File: config.mk
export PLATFORM = sky130hd
export DESIGN_NAME = uart_tx_feeder
export DESIGN_NICKNAME = d
export VERILOG_FILES = /design/src/rtl/uart_pkg.sv /design/src/rtl/uart_sync_fifo.sv /design/src/rtl/uart_tx_feeder.sv
export SDC_FILE = /design/constraint.sdc
export NUM_CORES = 1
export LEC_CHECK = 0
export BUFFER_PORTS_ARGS = -buffer_cell sky130_fd_sc_hd__buf_2
export CORE_UTILIZATION = 40
export CTS_CLUSTER_DIAMETER = 50
export DETAILED_ROUTE_END_ITERATION = 8
export PLACE_DENSITY_LB_ADDON = 0.3
export SYNTH_ARGS = -nofsm -noshare
export SYNTH_HDL_FRONTEND = slang
export SYNTH_SLANG_ARGS = --single-unit
export TNS_END_PERCENT = 30
File: constraint.sdc
create_clock -name clk -period 4.5 [get_ports clk]
set_clock_uncertainty 0.05 [all_clocks]
set_input_delay 0.9 -clock clk [delete_from_list [all_inputs] [get_ports clk]]
set_output_delay 0.9 -clock clk [all_outputs]
set_load 0.01 [all_outputs]
File: src/rtl/uart_pkg.sv
// Shared definitions for the UART transmit-side blocks.
//   DATA_BITS_DEF     : default UART word width
//   tx_feeder_state_t : transmit feeder state encoding
package uart_pkg;

    localparam int unsigned DATA_BITS_DEF = 32;

    typedef enum logic [1:0] {
        IDLE      = 2'd0,
        REQ       = 2'd1,
        WAIT_BUSY = 2'd2,
        WAIT_DONE = 2'd3
    } tx_feeder_state_t;

endpackage

File: src/rtl/uart_sync_fifo.sv
// Single-clock FIFO with a combinational head read.
//   clk, reset : rising-edge clock, synchronous active-high reset
//   push/wdata : write a word (ignored while full)
//   pop        : drop the head word (ignored while empty)
//   rdata      : current head word, read from the registered read pointer
//   count      : occupancy; full/empty decoded from it
module uart_sync_fifo #(
    parameter int unsigned DATA_BITS = 32,
    parameter int unsigned DEPTH     = 16
) (
    input  logic                     clk,
    input  logic                     reset,
    input  logic                     push,
    input  logic                     pop,
    input  logic [DATA_BITS-1:0]     wdata,
    output logic [DATA_BITS-1:0]     rdata,
    output logic [$clog2(DEPTH):0]   count,
    output logic                     full,
    output logic                     empty
);

    localparam int unsigned PTR_W = $clog2(DEPTH);
    localparam int unsigned CNT_W = PTR_W + 1;

    logic [DATA_BITS-1:0] mem [DEPTH];
    logic [PTR_W-1:0]     wr_ptr;
    logic [PTR_W-1:0]     rd_ptr;
    logic                 push_ok;
    logic                 pop_ok;

    assign full    = (count == CNT_W'(DEPTH));
    assign empty   = (count == CNT_W'(0));
    assign push_ok = push && !full;
    assign pop_ok  = pop && !empty;
    assign rdata   = mem[rd_ptr];

    // Storage array carries no reset; stale contents are never read.
    always_ff @(posedge clk) begin
        if (push_ok) begin
            mem[wr_ptr] <= wdata;
        end
    end

    // Pointers wrap naturally at DEPTH since it is a power of two.
    always_ff @(posedge clk) begin
        if (reset) begin
            wr_ptr <= '0;
            rd_ptr <= '0;
            count  <= '0;
        end else begin
            if (push_ok) begin
                wr_ptr <= wr_ptr + PTR_W'(1);
            end
            if (pop_ok) begin
                rd_ptr <= rd_ptr + PTR_W'(1);
            end
            case ({push_ok, pop_ok})
                2'b10:   count <= count + CNT_W'(1);
                2'b01:   count <= count - CNT_W'(1);
                default: count <= count;
            endcase
        end
    end

endmodule

File: src/rtl/uart_tx_feeder.sv
// Buffers producer words and hands them one at a time to a UART transmitter.
//   clk, reset        : rising-edge clock, synchronous active-high reset
//   in_data/in_valid  : producer word, accepted when in_ready is high
//   in_ready          : buffer has room (equals !full)
//   tx_data/tx_req    : word and one-cycle request to the UART
//   tx_busy           : UART busy; a rise after a request confirms the word
//   count/empty/full  : buffer occupancy
//   timeout           : one-cycle pulse when the UART never acknowledged
module uart_tx_feeder
    import uart_pkg::*;
#(
    parameter int unsigned DATA_BITS = DATA_BITS_DEF,
    parameter int unsigned DEPTH     = 16,
    parameter int unsigned BUSY_WAIT = 8
) (
    input  logic                     clk,
    input  logic                     reset,
    input  logic [DATA_BITS-1:0]     in_data,
    input  logic                     in_valid,
    output logic                     in_ready,
    output logic [DATA_BITS-1:0]     tx_data,
    output logic                     tx_req,
    input  logic                     tx_busy,
    output logic [$clog2(DEPTH):0]   count,
    output logic                     empty,
    output logic                     full,
    output logic                     timeout
);

    localparam int unsigned WAIT_W = (BUSY_WAIT > 1) ? $clog2(BUSY_WAIT) : 1;

    tx_feeder_state_t     state;
    logic [WAIT_W-1:0]    wait_cnt;
    logic [DATA_BITS-1:0] head;
    logic                 fifo_push;
    logic                 fifo_pop;

    assign in_ready  = !full;
    assign fifo_push = in_valid && in_ready;
    // The head is only retired once the UART shows it has taken the word.
    assign fifo_pop  = (state == WAIT_BUSY) && tx_busy;

    uart_sync_fifo #(
        .DATA_BITS (DATA_BITS),
        .DEPTH     (DEPTH)
    ) u_fifo (
        .clk   (clk),
        .reset (reset),
        .push  (fifo_push),
        .pop   (fifo_pop),
        .wdata (in_data),
        .rdata (head),
        .count (count),
        .full  (full),
        .empty (empty)
    );

    // Request sequencer: load head, pulse request, wait for busy rise/fall.
    always_ff @(posedge clk) begin
        if (reset) begin
            state    <= IDLE;
            wait_cnt <= '0;
            tx_data  <= '0;
            tx_req   <= 1'b0;
            timeout  <= 1'b0;
        end else begin
            tx_req  <= 1'b0;
            timeout <= 1'b0;
            case (state)
                IDLE: begin
                    if (!empty) begin
                        tx_data <= head;
                        tx_req  <= 1'b1;
                        state   <= REQ;
                    end
                end
                REQ: begin
                    wait_cnt <= '0;
                    state    <= WAIT_BUSY;
                end
                WAIT_BUSY: begin
                    if (tx_busy) begin
                        state <= WAIT_DONE;
                    end else if (wait_cnt == WAIT_W'(BUSY_WAIT - 1)) begin
                        // No acknowledge: keep the word buffered and retry.
                        timeout <= 1'b1;
                        state   <= IDLE;
                    end else begin
                        wait_cnt <= wait_cnt + WAIT_W'(1);
                    end
                end
                WAIT_DONE: begin
                    if (!tx_busy) begin
                        state <= IDLE;
                    end
                end
                default: state <= IDLE;
            endcase
        end
    end

endmodule

* Word-level counts from Yosys, hierarchy flattened
Memory sizes are Yosys's and may differ from the RTL's. A register that Yosys moved wholly into a read port is not among the register bits.
Index checks and enable logic that the tools add are counted.
** Operators by class
- $add $sub $neg :: 5
- Equal/unequal tests :: 12
- Mux-type cells :: 13
- Bitwise operators :: 3
- Reduce and logical (&&, ||, !) cells :: 15
** Operators by type and width (count)
- $pmux W5 S2 :: 1
- $add A4 B1 Y4 const B :: 2
- $mux W2 :: 4
- $ne A2 B2 Y1 const B :: 4
- $pmux W2 S4 :: 1
- $eq A2 B2 Y1 const B :: 3
- $mux W3 :: 2
- $pmux W3 S2 :: 1
- $reduce_and A3 Y1 :: 2
- $add A5 B1 Y5 const B :: 1
- $eq A5 B5 Y1 const B :: 1
- $logic_not A5 Y1 :: 1
- $sub A5 B1 Y5 const B :: 1
- $eq A2 B1 Y1 const B :: 2
- $logic_and A1 B1 Y1 :: 4
- $mux W1 :: 4
- $reduce_bool A2 Y1 :: 2
- $add A3 B1 Y3 const B :: 1
- $eq A3 B3 Y1 const B :: 1
- $ne A3 B2 Y1 const B :: 1
- $not A1 Y1 :: 3
- $reduce_or A3 Y1 :: 1
- $logic_not A1 Y1 :: 2
- $logic_not A2 Y1 :: 1
- 2 further kinds :: 2
** Storage, ports and cells
- Flip-flop bits (word level) :: 20
- Memory bits (writable) :: 512
- Bits of input ports :: 36
- Output and inout bits :: 42
- Word-level logic and storage cells :: 56
- Memories :: 1
** Memory list
- u_fifo.mem :: depth 16, bits a word 32, rd ports 1, clocked after memory_dff 1, wr ports 1, line uart_sync_fifo.sv:25 : logic [DATA_BITS-1:0] mem [DEPTH];

* Logic depth before layout (Yosys ltp)
Gate-level depths: netlist of run 1.
- Depth after elaboration :: 6
- Gate-level depth with buffers :: 12
- Mapped depth without buffers :: 11

* Cells and area by module
A second synthesis of run 1 with hierarchy kept.
** Second synthesis, totals
- Cell total of the unflattened synthesis :: 1008
- Area total of the unflattened synthesis :: 21714.6 µm²
** By module, submodules not included
- uart_sync_fifo :: times used 1, cells each 835, area an instance 20290.7 µm², seq. area each 15715.1 µm²
- uart_tx_feeder :: times used 1, cells each 173, area an instance 1423.9 µm², seq. area each 780.7 µm²

* Least setup slack after synthesis of run 1
Ideal clock, no wire load.
- Path kind :: input to register
- Start point :: input in_valid
- End point :: memory u_fifo.mem[3][0] (enable)
- Library setup time :: 461 ps
- Data arrival time :: 3601 ps
- Required time :: 3989 ps
- Path slack :: 388 ps
- Cell stages on the path :: 3
- Buffers on the path :: 0
- Cells stage by stage :: a21boi_2 -> nand2_1 -> nor3_1
** On the way
- Cells in the longest elaborated chain, start to end :: 4
** Ends and longest elaborated chain
- start: declaration :: line uart_tx_feeder.sv:19 : input logic in_valid,
- $logic_and A1 B1 Y1 :: line uart_tx_feeder.sv:39 : assign fifo_push = in_valid && in_ready;
- $logic_and A1 B1 Y1 :: line uart_sync_fifo.sv:33 : assign push_ok = push && !full;
- $mux W1 :: line uart_sync_fifo.sv:39 : if (push_ok) begin
- $mux W1 (implied by the code) :: line uart_sync_fifo.sv:40 : mem[wr_ptr] <= wdata;
- end: declaration :: line uart_sync_fifo.sv:25
Every way passes these cells.

==> results of run 1 <==
-- area by class of cell --
class,count,area [um^2]
fill,4541,28200
sequential,564,16400
timing repair buffer,107,648
inverter,6,22.5
clock inverter,27,295
tap,688,861
multi-input combinational,584,4830
clock buffer,85,1730
-- cells by family after synthesis --
family          Yosys count  synth area share, %
mux                     245                 12.2
fa+ha+maj                11                0.638
simple gates            146                 3.37
compound gates          173                 5.27
flops                   564                 76.0
buf+inv                  77                 2.13
xor+xnor                  9                0.365
-- stage by stage --
step / instance area [um^2] / std cells
final: 24800 / 2061
after global routing: 24800 / 2061
after CTS: 24800 / 2061
after detailed placement: 22800 / 1949
after global placement: 22800 / 1949
after floorplan: 21600 / 1225
-- sequential cells by signal, summed over array words and instances, names as in the netlist --
signal / cells
u_fifo.count: 5
timeout: 1
wait_cnt: 3
u_fifo.mem: 512
tx_data: 32
u_fifo.rd_ptr: 4
u_fifo.wr_ptr: 4
state: 2
tx_req: 1
-- cells in the final DEF (no fill, tap or decap), types with 4 or more instances in the layout --
cell          n
edfxtp_1    512
mux2i_1     230
o22ai_1     115
buf_2        77
clkbuf_16    60
nor2_1       59
dfxtp_1      51
nor4_1       27
buf_4        27
a211oi_1     24
mux4_2       14
nand2_1      13
clkbuf_8     13
nor2_4       12
clkbuf_1     12
ha_1         11
a21oi_1      10
clkinv_2     10
a22oi_1       7
a311oi_1      7
inv_1         6
xor2_1        6
bufinv_16     5
nand2b_1      4
nor3_2        4
o21ai_0       4
clkinvlp_4    4
-- synth_stat cells, types with 13 or more instances --
library cell and count:
o22ai_1 115, buf_2 31, nand2_1 13, clkbuf_1 14, edfxtp_1 512, nor2_1 71, buf_4 13, a211oi_1 24
dfxtp_1 52, mux2i_1 230, mux4_2 14, nor4_1 27
-- worst max-delay path by stage --
stage          depth (start not counted)                          start  slack (ns)                     endpoint
5_1_grt                                5  u_fifo.rd_ptr[0]$_SDFFE_PP0P_        1.12     tx_data[26]$_SDFFE_PP0P_
3_5_place_dp                           4                       in_valid        1.14  u_fifo.mem[7][21]$_DFFE_PP_
6_report                               5  u_fifo.rd_ptr[0]$_SDFFE_PP0P_        1.35     tx_data[26]$_SDFFE_PP0P_
2_1_floorplan                          3                       in_valid        0.39   u_fifo.mem[3][0]$_DFFE_PP_
4_1_cts                                5  u_fifo.rd_ptr[0]$_SDFFE_PP0P_        1.37      tx_data[6]$_SDFFE_PP0P_
3_3_place_gp                           4                       in_valid        1.21  u_fifo.mem[7][21]$_DFFE_PP_
-- critical path, cell delays in order (launching register included) --
cell	delay (ns)
dfxtp_1	0.97
nand3b_1	0.98
buf_4	0.52
o22ai_1	0.17
nor4_1	0.12
a211oi_1	0.23
-- power by group --
part,internal [mW],leakage (nW),total [mW],switching (mW)
sequential,5.87,5.05,5.96,0.0913
clock,2.96,0.989,4.97,2.01
combinational,0.222,1.59,0.657,0.435
-- metal layers --
metal	part of all wire, %	global-route usage [%]
met5	0.016	0
met4	2.2	5.18
met3	5.3	3.22
met2	47	29.0
met1	45	25.7
==> summary.txt, run 1 <==
syn avg cell area: 17.6 um^2
Pre-Repair DR Iteration Count: 5
RSZ-0062 raised after global routing: no
pre-CTS setup slack: 1.14 ns
DR vias/cell: 5.48
hold buffers post-CTS: 0
cell row count: 84
cts bufs inserted: 59
final WL: 49.2 mm
CORE AREA: 53000 um^2
die height: 234 um
# diodes: 0
crit end category: flip-flop
initial core utilization: 40.8%
Antenna Nets Post-Route: 0
Most used DFF post-synth: edfxtp_1
vias in the first global route: 11411
Synth area leader: edfxtp_1
most area-consuming cells after synthesis: edfxtp_1, mux2i_1, dfxtp_1
hold depth: 2
PnR worst setup slack: 1.35 ns
clock-pin slew on the worst setup and hold paths: 0.06 ns
Cell variety after synth: 44
Mapped Area: 21600 um^2
via count: 11299
Min-Delay Endpoint: wait_cnt[1]$_SDFFE_PP0P_
total gr overflow: 0
Sum Neg Setup Slack: 0 ns
Worst-Skew Late Latency: 0.61 ns
EDFF count, synth: 512
CP Class: reg -> reg
WP data arrival: 3.61 ns
CP max FO: 18
Pwr Total: 11.6 mW
DRC marker count from the first detailed-route iteration: 770
PostCTS Resize Cnt: 0
first-pass GRT wire length: 73.1 mm
Fin. Hold Viols: 0
worst vdd ir: 0.000336 V
clk root buf: clkbuf_16
RR Startpoint: u_fifo.rd_ptr[0]$_SDFFE_PP0P_
port buffer count: 77
Seq/Total Area, Yosys: 76.0%
clock sink total: 564
I/O pin count: 78
crit share post-route: 69.9%
buffer count from post-CTS setup fixing: 0
Worst-Margin Slew: 1.34 ns
die area: 54900 um^2
Hold Slack: 0.431 ns
clock buffer depth: 3
# H-tree levels: 2
Die X: 234 um
FF-to-FF End: tx_data[26]$_SDFFE_PP0P_
min Tclk post-route: 3.15 ns
worst hold-check path type: reg -> reg
layout cells sized above 1: 17.8%
Final Setup Violations: 0
Placer Congestion: 0.779
CTS tree: built
status: finished, final reports clean
initial antenna violation count: 1
post-synth top area share: 71.2%
warnings from Yosys: 0
largest net degree at the start of global routing: 66
FF-to-FF setup slack: 1.35 ns
max-cap violations: 0
Cell Pwr Density: 467 nW/um^2
#FFs+latches synth: 564
per-cell routed wire length: 23.9 um
Worst Reg-to-Reg Cells: 5
Leakage Power: 7.63 nW
Crit path required time: 4.97 ns
HP Start: wait_cnt[1]$_SDFFE_PP0P_
Cells after Synth: 1225
Synthesized Nets: 1272
Nets: 1369
fin util: 46.8%
Detailed Place HPWL: 27.8 mm
Max Freq: 0.318 GHz
area delta synth->final: 14.9%
GRT Overall Usage: 18.2%
worst rel slew slack: 10.2%
# DRC: 0
ys async rst share: 0%
Final Max Tran Viols: 0
CP Launch Type: flip-flop
Note: power is estimated with default switching activity, not from simulation.
==> inputs of run 2 (changes only) <==
Clock period 4.5 ns to 3.05 ns, I/O delays scaled along.
==> summary.txt, run 2 (synthesized netlist as in run 1, its figures left out) <==
status: finished, final reports clean
clock sink total: 564 (unchanged)
max-cap violations: 0 (unchanged)
fillcell total: 4468 (-1.6%)
GRT Overall Usage: 16.7% (-1.5 points)
Final Max Tran Viols: 0 (unchanged)
CP Launch Type: flip-flop
Worst Reg-to-Reg Cells: 9 (+4)
worst rel slew slack: 58.7% (+48 points)
layout cells sized above 1: 17.7% (-0.095 points)
Worst-Skew Late Latency: 0.60 ns (about the same)
min Tclk post-route: 2.65 ns (-0.496 ns)
pre-CTS setup slack: 0.392 ns (-0.743 ns)
vias in the first global route: 10954 (-4.0%)
Most common cell on crit path: a21oi_1
Reg with most FFs: u_fifo.mem
total gr overflow: 0 (unchanged)
Antenna Nets Post-Route: 0 (unchanged)
initial core utilization: 40.8% (unchanged)
port buffer count: 77 (unchanged)
clock-pin slew on the worst setup and hold paths: 0.06 ns (about the same)
clk root buf: clkbuf_16
Placed Area: 23100 um^2 (+1.4%)
Final Setup Violations: 0 (unchanged)
cts bufs inserted: 57 (-3.4%)
Nets: 1385 (+1.2%)
Final Cell Area: 25000 um^2 (+0.82%)
PnR worst setup slack: 0.400 ns (-0.954 ns)
CP max stage delay: 0.40 ns (-0.58 ns)
Fin. Hold Viols: 0 (unchanged)
critical-path cell list: nor4_4 > a21oi_1 > ha_1 > xor2_1 > ha_1 > a21oi_1 > a221oi_1 > a21oi_1 > mux2_2
commonest non-fill, non-tap cell in the layout: edfxtp_1
# diodes: 0 (unchanged)
PostCTS Resize Cnt: 0 (unchanged)
first-pass GRT wire length: 67.8 mm (-7.3%)
largest net degree at the start of global routing: 66 (unchanged)
HP Start: tx_busy
WP data arrival: 3.09 ns (-0.52 ns)
hold depth: 3 (+1)
Placer Congestion: 0.784 (+0.69%)
Die X: 234 um (unchanged)
# DRC: 0 (unchanged)
# H-tree levels: 2 (unchanged)
Worst-Margin Slew: 0.620 ns (-0.724 ns)
final WL: 45.4 mm (-7.7%)
Leakage Power: 7.69 nW (+0.77%)
Top Registers: u_fifo.mem: 512 flops, tx_data: 32 flops, u_fifo.count: 5 flops
crit share post-route: 86.9% (+17 points)
CP max FO: 8 (-10)
CORE AREA: 53000 um^2 (unchanged)
RSZ-0062 raised after global routing: no
die height: 234 um (unchanged)
Hold Slack: 0.244 ns (-0.187 ns)
Pre-Repair DR Iteration Count: 5 (unchanged)
commonest cells after routing, fill and taps aside: edfxtp_1, mux2i_1, o22ai_1, buf_2
RR Startpoint: u_fifo.count[1]$_SDFFE_PP0P_
clock buffer depth: 3 (unchanged)
Cell Pwr Density: 668 nW/um^2 (+43%)
area taken by multi-input logic gates: 4850 um^2 (+0.26%)
cell row count: 84 (unchanged)
worst vdd ir: 0.000494 V (+47%)
hold buffers post-CTS: 0 (unchanged)
FF-to-FF End: u_fifo.count[4]$_SDFFE_PP0P_
area delta synth->final: 15.8%
I/O pin count: 78 (unchanged)
worst hold-check path type: in -> reg
buffer count from post-CTS setup fixing: 0 (unchanged)
via count: 11205 (-0.83%)
per-cell routed wire length: 21.9 um (-8.3%)
Detailed Place HPWL: 25.8 mm (-7.2%)
die area: 54900 um^2 (unchanged)
DRC marker count from the first detailed-route iteration: 716 (-7.0%)
DR vias/cell: 5.40 (-1.5%)
Max Freq: 0.377 GHz (+19%)
register area: 16400 um^2 (unchanged)
CP Class: reg -> reg
crit end category: flip-flop
Crit path required time: 3.49 ns (-1.48 ns)
initial antenna violation count: 2 (+1)
Min-Delay Endpoint: state[0]$_SDFFE_PP0P_
CTS tree: built
CP max-delay cell: dfxtp_1
max reg flops: 512 (unchanged)
fin util: 47.2% (+0.38 points)
FF-to-FF setup slack: 0.40 ns (-0.95 ns)
## run 2: changes by cell type in the layout (fill, tap and decap cells not counted), sizes merged
| cell | delta |
|---|---|
| buf | +18 |
| clkinv | -5 |
| clkbuf | +4 |
| clkinvlp | -2 |
| inv | -2 |
## run 2: metal layers
layer	up-vias	GRT usage [%]	part of all wire, %
li1	5145	-	-
met1	5740	23.5	46
met2	249	26.7	47
met3	69	2.65	4.4
met4	2	5.06	2.2
met5	-	0	0.020
## run 2: how the worst max path moves through the flow
stage                                         endpoint                          from  cells after the start  slack [ns]
final                     u_fifo.count[4]$_SDFFE_PP0P_  u_fifo.count[1]$_SDFFE_PP0P_                      9        0.40
after global routing      u_fifo.count[4]$_SDFFE_PP0P_  u_fifo.count[1]$_SDFFE_PP0P_                      9        0.18
after CTS                 u_fifo.count[4]$_SDFFE_PP0P_  u_fifo.count[1]$_SDFFE_PP0P_                      9        0.42
after detailed placement  u_fifo.count[4]$_SDFFE_PP0P_                       tx_busy                     10        0.39
after global placement    u_fifo.count[4]$_SDFFE_PP0P_                       tx_busy                     11        0.44
after floorplan             u_fifo.mem[1][0]$_DFFE_PP_                      in_valid                      3       -0.74
## run 2: area by class of cell
cell class                      count  area share (%)
Sequential cell                   564            65.7
Multi-Input combinational cell    584            19.4
Timing Repair Buffer              125            3.83
Clock inverter                     18           0.926
Inverter                            6          0.0901
Tap cell                          688            3.44
Clock buffer                       89            6.67
## run 2: critical path, delay by kind of cell (launching register included)
family	cells	cell delay [ns]
compound gates	4	0.68
mux	1	0.36
xor+xnor	1	0.18
fa+ha+maj	2	0.51
simple gates	1	0.37
flops	1	0.40
## run 2: through the flow
stage          std cells  power, mW  TNS (ns)
2_1_floorplan       1225       9.49    -47.15
5_1_grt             2074       17.2         0
3_3_place_gp        1967       9.88         0
3_5_place_dp        1967       9.91         0
4_1_cts             2074       16.8         0
6_report            2074       16.7         0
## run 2: power by group
part	leakage [nW]	internal [mW]	total [mW]	switching, mW
clock	0.916	4.18	6.97	2.79
sequential	5.05	8.65	8.76	0.109
combinational	1.72	0.345	0.966	0.621
==> inputs of run 3 (changes only) <==
Settings changed: PLACE_DENSITY from default to 0.58, PLACE_DENSITY_LB_ADDON 0.3 to default.
==> summary.txt, run 3 (synthesized netlist as in run 1, its figures left out) <==
Most common cell on crit path: a21oi_1
hold buffers post-CTS: 0 (unchanged)
Setup crit start: u_fifo.count[1]$_SDFFE_PP0P_
Placer Congestion: 0.775 (-1.2%)
clk root buf: clkbuf_16
initial core utilization: 40.8% (unchanged)
CP Launch Type: flip-flop
WP data arrival: 3.04 ns (-0.05 ns)
internal power: 13.1 mW (-0.77%)
via count: 11451 (+2.2%)
DRC marker count from the first detailed-route iteration: 832 (+16%)
Detailed Place HPWL: 27.7 mm (+7.2%)
Max Freq: 0.385 GHz (+2.0%)
final WL: 48.9 mm (+7.6%)
RR Startpoint: u_fifo.count[1]$_SDFFE_PP0P_
CP max FO: 8 (unchanged)
Crit path required time: 3.49 ns (about the same)
GRT Overall Usage: 17.9% (+1.2 points)
first-pass GRT wire length: 71.6 mm (+5.7%)
Top Registers: u_fifo.mem: 512 flops, tx_data: 32 flops, u_fifo.count: 5 flops
area delta synth->final: 16.3%
largest net degree at the start of global routing: 66 (unchanged)
fillcell total: 4516 (+1.1%)
I/O pin count: 78 (unchanged)
clock-pin slew on the worst setup and hold paths: 0.06 ns (about the same)
critical-path cell list: nor4_4 > a21oi_1 > ha_1 > xor2_1 > ha_1 > a21oi_1 > a221oi_1 > a21oi_1 > mux2_2
# H-tree levels: 2 (unchanged)
per-cell routed wire length: 23.3 um (+6.6%)
crit share post-route: 85.2% (-1.7 points)
crit end category: flip-flop
DR vias/cell: 5.47 (+1.2%)
layout cells sized above 1: 19.2% (+1.5 points)
buffer count from post-CTS setup fixing: 0 (unchanged)
Psw: 3.73 mW (+6.0%)
# diodes: 0 (unchanged)
# DRC: 0 (unchanged)
Die X: 234 um (unchanged)
Nets: 1402 (+1.2%)
Reg with most FFs: u_fifo.mem
number of buffer and inverter stages on the critical path: 0 (unchanged)
CORE AREA: 53000 um^2 (unchanged)
max-cap violations: 0 (unchanged)
CTS tree: built
min Tclk post-route: 2.60 ns (-0.0528 ns)
worst rel slew slack: 51.6% (-7.1 points)
total gr overflow: 0 (unchanged)
HP Start: tx_busy
cts bufs inserted: 61 (+7.0%)
die area: 54900 um^2 (unchanged)
worst hold-check path type: in -> reg
Leakage Power: 7.77 nW (+1.1%)
worst vdd ir: 0.000439 V (-11%)
vias in the first global route: 11116 (+1.5%)
CP Class: reg -> reg
Cell Pwr Density: 669 nW/um^2 (+0.23%)
cell row count: 84 (unchanged)
Final Max Tran Viols: 0 (unchanged)
clock sink total: 564 (unchanged)
status: finished, final reports clean
max reg flops: 512 (unchanged)
Stages on worst setup path: 9 (unchanged)
CP max stage delay: 0.39 ns (about the same)
initial antenna violation count: 3 (+1)
Final Setup Violations: 0 (unchanged)
RSZ-0062 raised after global routing: no
die height: 234 um (unchanged)
clock buffer depth: 3 (unchanged)
Sequential Power Share: 52.2% (-0.3 points)
Worst-Margin Slew: 0.725 ns (+0.105 ns)
Worst Reg-to-Reg Cells: 9 (unchanged)
Final Cell Area: 25100 um^2 (+0.42%)
Placed Area: 23200 um^2 (+0.27%)
Pre-Repair DR Iteration Count: 6 (+1)
Fin. Hold Viols: 0 (unchanged)
PostCTS Resize Cnt: 0 (unchanged)
clock power share: 42.0% (+0.3 points)
Combinational Power Share: 5.8% (about the same)
commonest non-fill, non-tap cell in the layout: edfxtp_1
port buffer count: 77 (unchanged)
CP max-delay cell: dfxtp_1
Antenna Nets Post-Route: 0 (unchanged)
Sum Neg Setup Slack: 0 ns (unchanged)
hold depth: 3 (unchanged)
Worst-Skew Late Latency: 0.62 ns (+0.02 ns)
crit-path leading delay family: compound AO/OA/AOI/OAI gates
Sw Share: 22.2% (+1.1 points)
commonest cells after routing, fill and taps aside: edfxtp_1, mux2i_1, o22ai_1, buf_2, clkbuf_16
-- run 3: changes by cell type in the layout (fill, tap and decap cells not counted), sizes merged --
cell | before | now
buf | 125 | 138
clkinv | 9 | 16
inv | 8 | 15
clkbuf | 89 | 85
bufinv | 5 | 2
-- run 3: final timing paths --
kind / end / slack (ns)
worst min-delay path: state[0]$_SDFFE_PP0P_ / 0.25
worst min register to register: wait_cnt[1]$_SDFFE_PP0P_ / 0.43
worst max-delay path: u_fifo.count[4]$_SDFFE_PP0P_ / 0.45
worst max register to register: u_fifo.count[4]$_SDFFE_PP0P_ / 0.45
-- run 3: stage by stage --
stage                     util [%]  worst slack [ns]  power [mW]  hold WS (ns)  std cells
after global routing          47.4             0.266        17.4         0.259       2094
final                         47.4             0.453        16.8         0.252       2094
after global placement        43.7             0.417        9.90         0.409       1980
after detailed placement      43.7             0.423        9.92         0.422       1980
after floorplan                  -            -0.737        9.49         0.402       1225
after CTS                     47.4             0.453        17.0         0.209       2094
-- run 3: cell type report --
type | instances | area [um^2] | share of cell area, %
clock buffers | 85 | 1690 | 6.73
clock inverters | 29 | 255 | 1.02
inverters | 6 | 22.5 | 0.0897
multi-input cells | 584 | 4850 | 19.3
flip-flops and latches | 564 | 16400 | 65.4
well taps | 688 | 861 | 3.43
repair buffers | 138 | 1020 | 4.06
-- run 3: worst min-delay path, cell delays in order --
cell and delay (ns):
buf_2 0.11, a21oi_1 0.07, nor2_1 0.08
-- run 3: power groups by stage --
stage                     Clock [mW]  Combinational [mW]  Sequential [mW]
after CTS                       7.22                1.00             8.77
after global routing            7.51                1.08             8.78
final                           7.06               0.982             8.77
after floorplan                    0               0.519             8.97
after global placement             0               0.981             8.92
after detailed placement           0               0.997             8.93
-- run 3: layer usage --
metal	up-vias	global-route usage, %	wire (um)
met2	273	29.1	23100
met4	2	4.25	812
li1	5185	-	-
met1	5925	25.0	22500
met5	-	0	13
met3	66	3.17	2410
